## src/rtl/serial_subtractor_pkg.sv

```systemverilog
// ============================================================================
// Module : sersub_pkg
// Brief  : Shared types and helpers for the serial subtractor block.
//          - state_t    : FSM state encoding (IDLE/RUN/DONE)
//          - calc_steps : number of clock steps for a WIDTH-bit subtract
// Rev    : 1.0 - initial release
// ============================================================================
`default_nettype none

package sersub_pkg;

    typedef enum logic [1:0] {
        IDLE = 2'd0,
        RUN  = 2'd1,
        DONE = 2'd2
    } state_t;

    function automatic int calc_steps(input int width, input int bpc);
        return width / bpc;
    endfunction

endpackage

`default_nettype wire

```

## src/rtl/serial_subtractor_if.sv

```systemverilog
// ============================================================================
// Module : serial_subtractor_if
// Brief  : Handshake/data bundle for serial_subtractor.
//          Input side : in_valid, in_ready, a, b, bin
//          Output side: out_valid, out_ready, diff, bout, busy
//          Optional   : ovf (only when SERIAL_SUBTRACTOR_OVF_EN is defined)
//          master = operand producer / result consumer, slave = subtractor.
// Rev    : 1.0 - initial release
// ============================================================================
`default_nettype none

interface serial_subtractor_if #(
    parameter int WIDTH = 8
);
    logic             in_valid;
    logic             in_ready;
    logic [WIDTH-1:0] a;
    logic [WIDTH-1:0] b;
    logic             bin;
    logic             out_valid;
    logic             out_ready;
    logic [WIDTH-1:0] diff;
    logic             bout;
    logic             busy;
`ifdef SERIAL_SUBTRACTOR_OVF_EN
    logic             ovf;

    modport master (
        output in_valid, a, b, bin, out_ready,
        input  in_ready, out_valid, diff, bout, busy, ovf
    );

    modport slave (
        input  in_valid, a, b, bin, out_ready,
        output in_ready, out_valid, diff, bout, busy, ovf
    );
`else
    modport master (
        output in_valid, a, b, bin, out_ready,
        input  in_ready, out_valid, diff, bout, busy
    );

    modport slave (
        input  in_valid, a, b, bin, out_ready,
        output in_ready, out_valid, diff, bout, busy
    );
`endif
endinterface

`default_nettype wire

```

## src/rtl/serial_subtractor_fsub_cell.sv

```systemverilog
// ============================================================================
// Module : fsub_cell
// Brief  : Purely combinational 1-bit full subtractor: d = a - b - bin.
//          Ports: a, b, bin (in) ; d, bout (out)
// Rev    : 1.0 - initial release
// ============================================================================
`default_nettype none

module fsub_cell (
    input  logic a,
    input  logic b,
    input  logic bin,
    output logic d,
    output logic bout
);

    assign d    = a ^ b ^ bin;
    // Borrow when b > a, or when a == b and a borrow comes in.
    assign bout = (~a & b) | (~(a ^ b) & bin);

endmodule

`default_nettype wire

```

## src/rtl/serial_subtractor.sv

```systemverilog
// ============================================================================
// Module : serial_subtractor
// Brief  : Multi-cycle unsigned subtractor, diff = a - b - bin over WIDTH bits,
//          BITS_PER_CYCLE bits per clock, LSB first, borrow kept in a register.
//          Ports: clk, rst_n (async, active-low), bus (serial_subtractor_if
//          slave: valid/ready in, valid/ready out, diff, bout, busy [, ovf]).
//          Optional macro SERIAL_SUBTRACTOR_OVF_EN adds signed-overflow flag ovf.
// Rev    : 1.0 - initial release
// ============================================================================
`default_nettype none

module serial_subtractor
    import sersub_pkg::*;
#(
    parameter int WIDTH          = 8,
    parameter int BITS_PER_CYCLE = 1
) (
    input  logic                clk,
    input  logic                rst_n,
    serial_subtractor_if.slave  bus
);

    generate
        if (WIDTH < 1 || BITS_PER_CYCLE < 1 || (WIDTH % BITS_PER_CYCLE) != 0) begin : g_bad_param
            $error("serial_subtractor: BITS_PER_CYCLE must divide WIDTH (WIDTH >= 1)");
        end
    endgenerate

    localparam int             STEPS     = calc_steps(WIDTH, BITS_PER_CYCLE);
    localparam int             CNT_W     = $clog2(STEPS + 1);
    localparam logic [CNT_W-1:0] LAST_STEP = CNT_W'(STEPS - 1);

    state_t                    r_state;
    state_t                    w_state_next;
    logic [WIDTH-1:0]          r_a;
    logic [WIDTH-1:0]          r_b;
    logic [WIDTH-1:0]          r_diff;
    logic                      r_borrow;
    logic                      r_bout;
    logic                      r_init;
    logic [CNT_W-1:0]          r_cnt;
    logic [BITS_PER_CYCLE-1:0] w_d;
    logic [BITS_PER_CYCLE:0]   w_bc;
    logic [WIDTH-1:0]          w_diff_next;
    logic                      w_accept;
    logic                      w_last;
    logic                      w_in_ready;
    logic                      w_out_valid;
    logic                      w_busy;
`ifdef SERIAL_SUBTRACTOR_OVF_EN
    logic                      r_a_msb;
    logic                      r_b_msb;
    logic                      r_ovf;
`endif

    // ---------------------------------------------------------------- cells
    assign w_bc[0] = r_borrow;

    generate
        for (genvar i = 0; i < BITS_PER_CYCLE; i++) begin : g_cell
            fsub_cell u_cell (
                .a    (r_a[i]),
                .b    (r_b[i]),
                .bin  (w_bc[i]),
                .d    (w_d[i]),
                .bout (w_bc[i+1])
            );
        end
    endgenerate

    // New digits enter at the MSB side, so after STEPS shifts the first
    // digit produced ends up at the LSB.
    generate
        if (STEPS == 1) begin : g_diff_single
            assign w_diff_next = w_d;
        end else begin : g_diff_shift
            assign w_diff_next = {w_d, r_diff[WIDTH-1:BITS_PER_CYCLE]};
        end
    endgenerate

    // ---------------------------------------------------------------- FSM
    // r_init holds in_ready low until the first clock after reset release.
    always_ff @(posedge clk or negedge rst_n) begin
        if (!rst_n) begin
            r_state <= IDLE;
            r_init  <= 1'b0;
        end else begin
            r_state <= w_state_next;
            r_init  <= 1'b1;
        end
    end

    always_comb begin
        w_state_next = r_state;
        w_in_ready   = 1'b0;
        w_out_valid  = 1'b0;
        w_busy       = 1'b0;
        case (r_state)
            IDLE: begin
                w_in_ready = r_init;
                if (bus.in_valid && r_init) begin
                    w_state_next = RUN;
                end
            end
            RUN: begin
                w_busy = 1'b1;
                if (r_cnt == LAST_STEP) begin
                    w_state_next = DONE;
                end
            end
            DONE: begin
                w_busy      = 1'b1;
                w_out_valid = 1'b1;
                if (bus.out_ready) begin
                    w_state_next = IDLE;
                end
            end
            default: w_state_next = IDLE;
        endcase
    end

    assign w_accept = (r_state == IDLE) && r_init && bus.in_valid;
    assign w_last   = (r_state == RUN) && (r_cnt == LAST_STEP);

    // ---------------------------------------------------------------- datapath
    always_ff @(posedge clk or negedge rst_n) begin
        if (!rst_n) begin
            r_a      <= '0;
            r_b      <= '0;
            r_diff   <= '0;
            r_borrow <= 1'b0;
            r_bout   <= 1'b0;
            r_cnt    <= '0;
`ifdef SERIAL_SUBTRACTOR_OVF_EN
            r_a_msb  <= 1'b0;
            r_b_msb  <= 1'b0;
            r_ovf    <= 1'b0;
`endif
        end else if (w_accept) begin
            r_a      <= bus.a;
            r_b      <= bus.b;
            r_borrow <= bus.bin;
            r_cnt    <= '0;
`ifdef SERIAL_SUBTRACTOR_OVF_EN
            r_a_msb  <= bus.a[WIDTH-1];
            r_b_msb  <= bus.b[WIDTH-1];
`endif
        end else if (r_state == RUN) begin
            r_a      <= r_a >> BITS_PER_CYCLE;
            r_b      <= r_b >> BITS_PER_CYCLE;
            r_diff   <= w_diff_next;
            r_borrow <= w_bc[BITS_PER_CYCLE];
            r_cnt    <= r_cnt + CNT_W'(1);
            if (w_last) begin
                r_bout <= w_bc[BITS_PER_CYCLE];
`ifdef SERIAL_SUBTRACTOR_OVF_EN
                // Operands of differing sign whose result sign differs from a.
                r_ovf  <= (r_a_msb != r_b_msb) && (w_diff_next[WIDTH-1] != r_a_msb);
`endif
            end
        end
    end

    // ---------------------------------------------------------------- outputs
    assign bus.in_ready  = w_in_ready;
    assign bus.out_valid = w_out_valid;
    assign bus.busy      = w_busy;
    assign bus.diff      = r_diff;
    assign bus.bout      = r_bout;
`ifdef SERIAL_SUBTRACTOR_OVF_EN
    assign bus.ovf       = r_ovf;
`endif

endmodule

`default_nettype wire

```

## src/flat_wrapper.sv

```systemverilog
// flat-port wrapper written by rule: the top's interface ports become plain ports
module serial_subtractor_flat import sersub_pkg::*;
#(
    parameter int WIDTH          = 8,
    parameter int BITS_PER_CYCLE = 1
)
  (clk, rst_n, bus_in_valid, bus_a, bus_b, bus_bin, bus_out_ready, bus_in_ready, bus_out_valid, bus_diff, bus_bout, bus_busy);
  serial_subtractor_if #(.WIDTH(WIDTH)) bus_i ();
  input  logic clk;
  input  logic rst_n;
  input wire logic [$bits(bus_i.in_valid)-1:0] bus_in_valid;
  input wire logic [$bits(bus_i.a)-1:0] bus_a;
  input wire logic [$bits(bus_i.b)-1:0] bus_b;
  input wire logic [$bits(bus_i.bin)-1:0] bus_bin;
  input wire logic [$bits(bus_i.out_ready)-1:0] bus_out_ready;
  output wire logic [$bits(bus_i.in_ready)-1:0] bus_in_ready;
  output wire logic [$bits(bus_i.out_valid)-1:0] bus_out_valid;
  output wire logic [$bits(bus_i.diff)-1:0] bus_diff;
  output wire logic [$bits(bus_i.bout)-1:0] bus_bout;
  output wire logic [$bits(bus_i.busy)-1:0] bus_busy;
  assign bus_i.in_valid = bus_in_valid;
  assign bus_i.a = bus_a;
  assign bus_i.b = bus_b;
  assign bus_i.bin = bus_bin;
  assign bus_i.out_ready = bus_out_ready;
  assign bus_in_ready = bus_i.in_ready;
  assign bus_out_valid = bus_i.out_valid;
  assign bus_diff = bus_i.diff;
  assign bus_bout = bus_i.bout;
  assign bus_busy = bus_i.busy;
  serial_subtractor #(.WIDTH(WIDTH), .BITS_PER_CYCLE(BITS_PER_CYCLE)) u_core (.clk(clk), .rst_n(rst_n), .bus(bus_i));
endmodule
```

## config.mk

```make
export PLATFORM = sky130hd
export DESIGN_NAME = serial_subtractor_flat
export DESIGN_NICKNAME = d
export VERILOG_FILES = /design/src/rtl/serial_subtractor_pkg.sv /design/src/rtl/serial_subtractor_if.sv /design/src/rtl/serial_subtractor_fsub_cell.sv /design/src/rtl/serial_subtractor.sv /design/src/flat_wrapper.sv
export SDC_FILE = /design/constraint.sdc
export NUM_CORES = 1
export LEC_CHECK = 0
export BUFFER_PORTS_ARGS = -buffer_cell sky130_fd_sc_hd__buf_4
export CORE_ASPECT_RATIO = 1.5
export CORE_MARGIN = 2
export CORE_UTILIZATION = 53
export CTS_CLUSTER_DIAMETER = 120
export DETAILED_ROUTE_END_ITERATION = 16
export GPL_TIMING_DRIVEN = 1
export PLACE_DENSITY = 0.87
export SLEW_MARGIN = 20
export SYNTH_ARGS = -nofsm -noshare
export SYNTH_HDL_FRONTEND = slang
export SYNTH_HIERARCHICAL = 1
export SYNTH_SLANG_ARGS = --single-unit
```

## constraint.sdc

```tcl
create_clock -name clk -period 1.7 [get_ports clk]
set_input_delay 0.34 -clock clk [delete_from_list [all_inputs] [get_ports clk]]
set_output_delay 0.34 -clock clk [all_outputs]
set_load 0.02 [all_outputs]
```

==> impl_metrics.tcl, run 1 <==
set metrics [dict create \
    status "finished clean" \
    hold_violations 0 \
    clock_latency_ns 0.28 \
    first_pass_iters 4 \
    io_pins 33 \
    rsz0062_at_grt "no" \
    fill_cells 238 \
    p_per_area_nw_per_um2 1800 \
    cts_tree "built" \
    arrival_ns 1.28 \
    synth.most_common_cell "dfrtp_1" \
    synthAdderAreaFrac_pct 4.44 \
    via_per_inst 5.16 \
    setup_viol 0 \
    switching_share_pct 35.7 \
    clk_path_buf_depth 2 \
    clock-sinks 33 \
    power.net_switching_mw 1.24 \
    clock_power_share_pct 16.6 \
    clk_pin_slew_ns 0.06 \
    areaGrowthSynthToFinish_pct 22.1 \
    worstSetupPathType "flop to output port" \
    synth_top_family_by_area "multiplexers" \
    synth_top_cell_by_area "dfrtp_1" \
    finalClockSkew_ns 0.00381 \
    pwr-share-seq_pct 39.6 \
    drc 0 \
    hold_start "bus_b[5]" \
    dieArea_um2 3440 \
    die_w_um 48.5 \
    grt_pass1_vias 1129 \
    finalSetupTns_ns 0 \
    worstSetupEndpointType "output port" \
    final_area_um2 1920 \
    grt_start_max_net_pins 39 \
    start_util_pct 54.7 \
    nets 194 \
    synth_top_area_share_pct 52.4 \
    wl_per_cell_um 13.0 \
    layout-drive-gt1-share_pct 31.5 \
    r2r_cells 5 \
    ys_ff_latch 33 \
    cts_buffers 5 \
    grt_pass1_wl_um 4800 \
    synthTopCellsByCount "33 x dfrtp_1, 19 x nand2_1, 16 x mux2i_1" \
    die_h_um 70.8 \
    hpwl_um 1920 \
    place.gp.congestion 0.695 \
    rows 24 \
    synth_cell_types 29 \
    synth_area_um2 1580 \
    fin_cells 207 \
    r2r_slack_ns 0.18 \
    leakage_nw 0.918 \
    fin_crit_ns 1.62 \
    yosysWarningCount 6 \
    synth-compound-area-share_pct 8.33 \
    muxShareOfSynthArea_pct 16.6 \
    cp_max_fo 5 \
    hold_depth 3 \
    overflow 0 \
    hp-class "input pin to flop" \
    r2r_end "u_core/r_a[0]" \
    cp.required_ns 1.36 \
    port_buffers 32 \
    start_kind "flop" \
    max_freq_ghz 0.617 \
    cap_violations 0 \
    yosys.area_share.xor_xnor_pct 1.67 \
    htree_num_levels 2 \
    grt_usage_pct 18.3 \
    post_dp_cell_area_um2 1820 \
    async_flop_share_pct 100 \
    vias 1068 \
    root_buffer "clkbuf_8" \
    p_total_mw 3.47 \
    finalCritPeriodShare_pct 95.4 \
    drtAntennaViolNets 0 \
    antenna_found_initial 0 \
    synthTopCellsByArea "dfrtp_1 52%, mux2i_1 10%, mux2_2 5.7%" \
    ys_seq_area_share_pct 52.4 \
    synth_flop_cell "dfrtp_1" \
    combPwrFrac_pct 43.7 \
    postSynthAreaPerCell_um2 11.8 \
    min_to "u_core/r_b[5]" \
    intPower_mw 2.23 \
    drt_iter0_markers 16 \
    synthSimpleGateAreaFrac_pct 10.2 \
    wirelength_um 2700 \
    finalMaxSlewViolations 0 \
    coreArea_um2 2880 \
    synthCells 134 \
    fin_hold_ws_ns 0.259 \
    synth-edff-count 0 \
    diodes 0 \
    r2r-start "u_core/r_state[0]" \
    synth_fp_nets 160 \
    dp_cells 199 \
    max-vdd-ir-drop_uv 994 \
]
-- worst max-delay path: stages, from the launching register on --
cell	delay, ns
dfrtp_1	0.40
inv_1	0.16
ha_4	0.19
and2_1	0.13
buf_4	0.13
-- cell families (layout without fill, tap and decap cells) --
kind of cell    after synthesis  after routing
compound gates               23             23
xor+xnor                      3              3
fa+ha+maj                     5              5
buf+inv                      13             47
flops                        33             33
mux                          25             25
other cells                   1              1
simple gates                 31             31
-- power by group through the flow --
stage               registers, mW  clock network, mW  logic (mW)
finish                       1.38              0.577        1.52
global route                 1.42              0.638        1.68
CTS                          1.38              0.601        1.52
detailed placement           1.39                  0        1.50
global placement             1.36                  0        1.44
floorplan                    1.47                  0       0.997
-- metrics by stage --
| stage | utilization (%) | setup WS [ns] |
|---|---|---|
| finish | 66.8 | 0.0780 |
| global route | 66.8 | 0.0278 |
| CTS | 66.3 | 0.0151 |
| detailed placement | 63.0 | 0.139 |
| global placement | 63.0 | 0.239 |
| floorplan | - | 0.284 |
-- routing by layer --
metal | global-route usage (%) | wire [um] | vias to the layer above
li1 | - | - | 518
met2 | 34.9 | 1430 | 30
met3 | 5.06 | 128 | 7
met1 | 18.0 | 1070 | 513
met4 | 8.57 | 57 | 0
met5 | 0 | 0 | -
-- flip-flops by register name, indices dropped and copies added (netlist names) --
| register | count |
|---|---|
| u_core/r_init | 1 |
| u_core/r_cnt | 4 |
| u_core/r_b | 8 |
| u_core/r_a | 8 |
| u_core/bus.bout | 1 |
| u_core/r_borrow | 1 |
| u_core/bus.diff | 8 |
| u_core/r_state | 2 |
-- how the worst max path moves through the flow --
| stage | end | cells past startpoint | startpoint | slack (ns) |
|---|---|---|---|---|
| 2_1_floorplan | u_core/bus.bout | 5 | u_core/r_state[0] | 0.28 |
| 3_3_place_gp | u_core/bus.bout | 5 | u_core/r_state[0] | 0.24 |
| 3_5_place_dp | u_core/r_a[0] | 5 | u_core/r_state[0] | 0.14 |
| 4_1_cts | bus_in_ready | 4 | u_core/r_state[0] | 0.02 |
| 5_1_grt | bus_in_ready | 4 | u_core/r_state[0] | 0.03 |
| 6_report | bus_in_ready | 4 | u_core/r_state[0] | 0.08 |
-- timing repair --
| action | CTS | global route |
|---|---|---|
| setup buffers | 0 | 0 |
| endpoints found under the setup margin | 0 | 3 |
| hold endpoints to repair | 30 | 0 |
| resized for setup | 0 | 2 |
| hold buffers | 1 | 0 |
-- placed cells by master (no fill, tap or decap), drive strengths merged, types with 4 or more instances in the layout --
| master | synthesis | final |
|---|---|---|
| buf | 8 | 34 |
| mux2i | 16 | 16 |
| mux2 | 9 | 9 |
| ha | 4 | 4 |
| inv | 5 | 5 |
| nand2 | 19 | 19 |
| o21ai | 17 | 17 |
| clkbuf | 0 | 7 |
| nor2 | 4 | 4 |
| dfrtp | 33 | 33 |
-- area by class of cell --
type,count,area (um^2),share of cell area (%)
Clock buffer,7,86.3,4.49
Inverter,5,18.8,0.975
Multi-Input combinational cell,88,667,34.7
Sequential cell,33,826,42.9
Tap cell,39,48.8,2.54
Timing Repair Buffer,35,278,14.4
Note: power is estimated with default switching activity, not from simulation.
==> inputs of run 2 (changes only) <==
- CORE_MARGIN: 2 -> not set
==> run 2 against run 1 <==
  * Sequential power is essentially flat
  * Combinational power is essentially flat
  * Hold slack lost 0.0028 ns
  * Global-route usage grew 2.8 points
  * Register-to-register slack gained 0.04 ns
  * Die area shrank 6.8%
  * Critical path type unchanged
==> impl_metrics.tcl, run 2 (synthesized netlist as in run 1, its figures left out) <==
set metrics [dict create \
    status "finished clean" \
    worstSetupEndpointType "output port" \
    intPower_mw 2.21 \
    fin_crit_ns 1.66 \
    start_util_pct 57.7 \
    finalMaxSlewViolations 0 \
    wirelength_um 2800 \
    drtAntennaViolNets 0 \
    r2r_cells 5 \
    htree_num_levels 2 \
    post_dp_cell_area_um2 1820 \
    cap_violations 0 \
    start_kind "flop" \
    max-vdd-ir-drop_uv 1000 \
    use_met2_pct 37.0 \
    fin_hold_ws_ns 0.256 \
    drt_iter0_markers 37 \
    hold_violations 0 \
    hpwl_um 1960 \
    power.net_switching_mw 1.26 \
    rows 23 \
    hold_depth 3 \
    p_total_mw 3.47 \
    first_pass_iters 4 \
    fill_cells 211 \
    fin_ws_ns 0.0363 \
    final_area_um2 1920 \
    root_buffer "clkbuf_8" \
    wl_per_cell_um 13.5 \
    io_pins 33 \
    cts_tree "built" \
    grt_start_max_net_pins 34 \
    hp-class "input pin to flop" \
    areaGrowthSynthToFinish_pct 22.0 \
    layout_common_cells "34 x buf_4, 33 x dfrtp_1, 19 x nand2_1" \
    grt_pass1_vias 1089 \
    pre_cts_ws_ns 0.162 \
    clock_power_share_pct 16.0 \
    clk_path_buf_depth 2 \
    finalCritPeriodShare_pct 97.9 \
    overflow 0 \
    top_usage_layer "met2" \
    vias 1045 \
    pwr-share-seq_pct 39.5 \
    clock-sinks 33 \
    setup_viol 0 \
    met3_usage_pct 7.81 \
    port_buffers 32 \
    clock_latency_ns 0.28 \
    via_per_inst 5.05 \
    antenna_found_initial 0 \
    place.gp.congestion 0.664 \
    dp_cells 198 \
    layout-drive-gt1-share_pct 31.2 \
    cp.required_ns 1.36 \
    worstSetupPathType "flop to output port" \
    p_per_area_nw_per_um2 1800 \
    die_h_um 68.8 \
    die_w_um 46.5 \
    max_freq_ghz 0.601 \
    grt_usage_pct 21.1 \
    nets 195 \
    cts_buffers 5 \
    clk_pin_slew_ns 0.06 \
    fin_cells 207 \
    finalSetupTns_ns 0 \
    grt_pass1_wl_um 4560 \
    final_common_cell "buf_4" \
    switching_share_pct 36.3 \
    met1_usage_pct 21.2 \
    fin_util_pct 70.3 \
    drc 0 \
    combPwrFrac_pct 44.5 \
    arrival_ns 1.32 \
    coreArea_um2 2730 \
    finalClockSkew_ns 0.00277 \
    dieArea_um2 3200 \
    cp_max_fo 5 \
    diodes 0 \
    leakage_nw 0.919 \
]
-- run 2: changes by cell type in the layout (fill, tap and decap cells not counted) --
| cell | previous run | this run |
|---|---|---|
| clkbuf_8 | 6 | 5 |
| buf_4 | 33 | 34 |
| clkbuf_1 | 1 | 3 |
-- run 2: final cells by class --
class                   instances  area [um^2]  area share (%)
multi-input cells              88          667            34.7
clock buffers                   8         80.1            4.16
flip-flops and latches         33          826            42.9
inverters                       5         18.8           0.976
repair buffers                 36          285            14.8
well taps                      37         46.3            2.41
-- run 2: final timing paths --
kind	start	endpoint	slack, ns
worst max register to register	u_core/r_state[0]	u_core/bus.bout	0.22
max in group asynchronous	rst_n	u_core/r_a[7]	0.88
worst min register to register	u_core/bus.bout	u_core/bus.bout	0.50
worst min-delay path	bus_a[5]	u_core/r_a[5]	0.26
worst max-delay path	u_core/r_state[0]	bus_in_ready	0.04
min in group asynchronous	rst_n	u_core/bus.diff[5]	0.53
-- run 2: power groups by stage --
stage / clock [mW] / combinational, mW / sequential (mW)
2_1_floorplan: 0 / 0.997 / 1.47
3_3_place_gp: 0 / 1.46 / 1.36
3_5_place_dp: 0 / 1.53 / 1.39
4_1_cts: 0.574 / 1.53 / 1.38
5_1_grt: 0.613 / 1.70 / 1.41
6_report: 0.555 / 1.54 / 1.37
-- run 2: layer usage --
metal | wire length (um) | part of all wire [%]
met1 | 1080 | 38
met2 | 1570 | 56
met3 | 119 | 4.2
met4 | 34 | 1.2
met5 | 0 | 0
-- run 2: worst max-delay path, cell delays in order (launching register included) --
cell and delay, ns:
dfrtp_1 0.39, inv_1 0.16, ha_4 0.18, and2_1 0.15
buf_4 0.15
-- run 2: timing repair --
action                                  4_1_cts  5_1_grt
hold endpoints to repair                     33        0
setup buffers                                 0        0
gates resized for setup                       0        2
hold buffers                                  1        0
endpoints found under the setup margin        0        1
==> inputs of run 3 (changes only) <==
- CORE_UTILIZATION: 53 -> 29
- PLACE_DENSITY: 0.87 -> 0.57
==> run 3 against run 2 <==
  * Final area up 1.8%
  * Critical path depth unchanged
  * Count of clock-buffer cells in the layout down 1
  * Flip-flop and latch count unchanged
  * Critical path type unchanged
==> impl_metrics.tcl, run 3 (synthesized netlist as in run 1, its figures left out) <==
set metrics [dict create \
    setup_viol 0 \
    place.gp.congestion 0.765 \
    via_per_inst 4.42 \
    clock_latency_ns 0.28 \
    grt_pass1_wl_um 4730 \
    io_pins 33 \
    slowest_stage "dfrtp_1" \
    htree_num_levels 2 \
    hpwl_um 2060 \
    worst_path_largest_cell_delay_ns 0.39 \
    cts_buffers 5 \
    r2r_end "u_core/bus.bout" \
    hold_violations 0 \
    nets 195 \
    die_h_um 92.3 \
    worstSetupEndpointType "output port" \
    cap_violations 0 \
    finalClockSkew_ns 0.00260 \
    root_buffer "clkbuf_8" \
    first_pass_iters 3 \
    finalMaxSlewViolations 0 \
    wl_met3_um 101 \
    start_util_pct 30.3 \
    areaGrowthSynthToFinish_pct 24.2 \
    met1Wirelength_um 1130 \
    drc 0 \
    r2r-start "u_core/r_state[0]" \
    highest_layer "met4" \
    final_common_cell "buf_4" \
    postCtsSetupBuffers 0 \
    hold_start "bus_b[0]" \
    min_to "u_core/r_b[0]" \
    drt_iter0_markers 20 \
    met2_length_um 1450 \
    cp_top_family "flip-flops" \
    finalCritPeriodShare_pct 96.2 \
    drtAntennaViolNets 0 \
    max_freq_ghz 0.612 \
    status "finished clean" \
    grt_usage_pct 10.7 \
    arrival_ns 1.29 \
    clock-sinks 33 \
    leakage_nw 0.922 \
    worstPathCellList "inv_1 > ha_2 > and2_1 > buf_4" \
    grt_start_max_net_pins 34 \
    clk_pin_slew_ns 0.06 \
    cp.required_ns 1.36 \
    die_w_um 62.2 \
    wirelength_um 2750 \
    fin_cells 237 \
    vias 1048 \
    coreArea_um2 5200 \
    rows 32 \
    rsz0062_at_grt "no" \
    grt_pass1_vias 1046 \
    port_buffers 32 \
    critPathBufInv 2 \
    p_per_area_nw_per_um2 1760 \
    hold_depth 3 \
    cp_max_fo 5 \
    finalSetupTns_ns 0 \
    cts_tree "built" \
    r2r_slack_ns 0.24 \
    wl_per_cell_um 11.6 \
    r2r_cells 5 \
    antenna_found_initial 0 \
    clk_path_buf_depth 2 \
    dieArea_um2 5740 \
    dp_cells 229 \
    fin_crit_ns 1.63 \
    start_kind "flop" \
    layout_common_cells "34 x buf_4, 33 x dfrtp_1, 19 x nand2_1" \
    max-vdd-ir-drop_uv 609 \
    diodes 0 \
    hp-class "input pin to flop" \
    overflow 0 \
    layout-drive-gt1-share_pct 32.0 \
    worstSetupPathType "flop to output port" \
]
-- run 3: cell types whose count changed in the layout (fill, tap and decap cells not counted), sizes merged --
cell    delta
clkbuf     -1
-- run 3: worst max-delay path by stage --
stage	from	to	slack, ns	cells after the start
after detailed placement	u_core/r_state[0]	u_core/bus.bout	0.19	5
after global routing	u_core/r_state[0]	bus_in_ready	0.007	4
final	u_core/r_state[0]	bus_in_ready	0.07	4
after CTS	u_core/r_state[0]	bus_in_ready	0.02	4
after floorplan	u_core/r_state[0]	u_core/bus.bout	0.28	5
after global placement	u_core/r_state[0]	u_core/bus.bout	0.27	5
-- run 3: cell type report --
cell class | count | area (um^2)
multi-input cells | 88 | 657
well taps | 68 | 85.1
repair buffers | 36 | 285
clock buffers | 7 | 86.3
fillers | 539 | 3250
inverters | 5 | 18.8
flip-flops and latches | 33 | 826
-- run 3: through the flow --
step                      power (mW)  cell area, um^2  setup slack (ns)  util, %  hold WS (ns)
final                           3.45             1960            0.0654     37.6         0.265
after global routing            3.72             1960           0.00668     37.6         0.264
after CTS                       3.52             1960            0.0212     37.6         0.253
after detailed placement        2.93             1860             0.185     35.7         0.305
after global placement          2.85             1860             0.265     35.7         0.299
after floorplan                 2.46             1580             0.284        -        0.0444
-- run 3: per-layer routing --
layer  GRT usage (%)  up-vias
li1                -      519
met1            12.2      498
met2            17.9       24
met3            2.71        7
met4            6.40        0
met5               0        -
-- run 3: repair_timing --
item	4_1_cts	5_1_grt
hold buffers	1	0
hold endpoints to repair	7	0
endpoints found under the setup margin	0	1
resized for setup	0	1
-- run 3: tightest hold or removal path, stage by stage --
cell	delay, ns
buf_4	0.07
nand2_1	0.03
o21ai_0	0.06
-- run 3: power by group --
group / internal [mW] / switching [mW]
registers: 1.15 / 0.222
clock network: 0.321 / 0.255
logic: 0.756 / 0.752
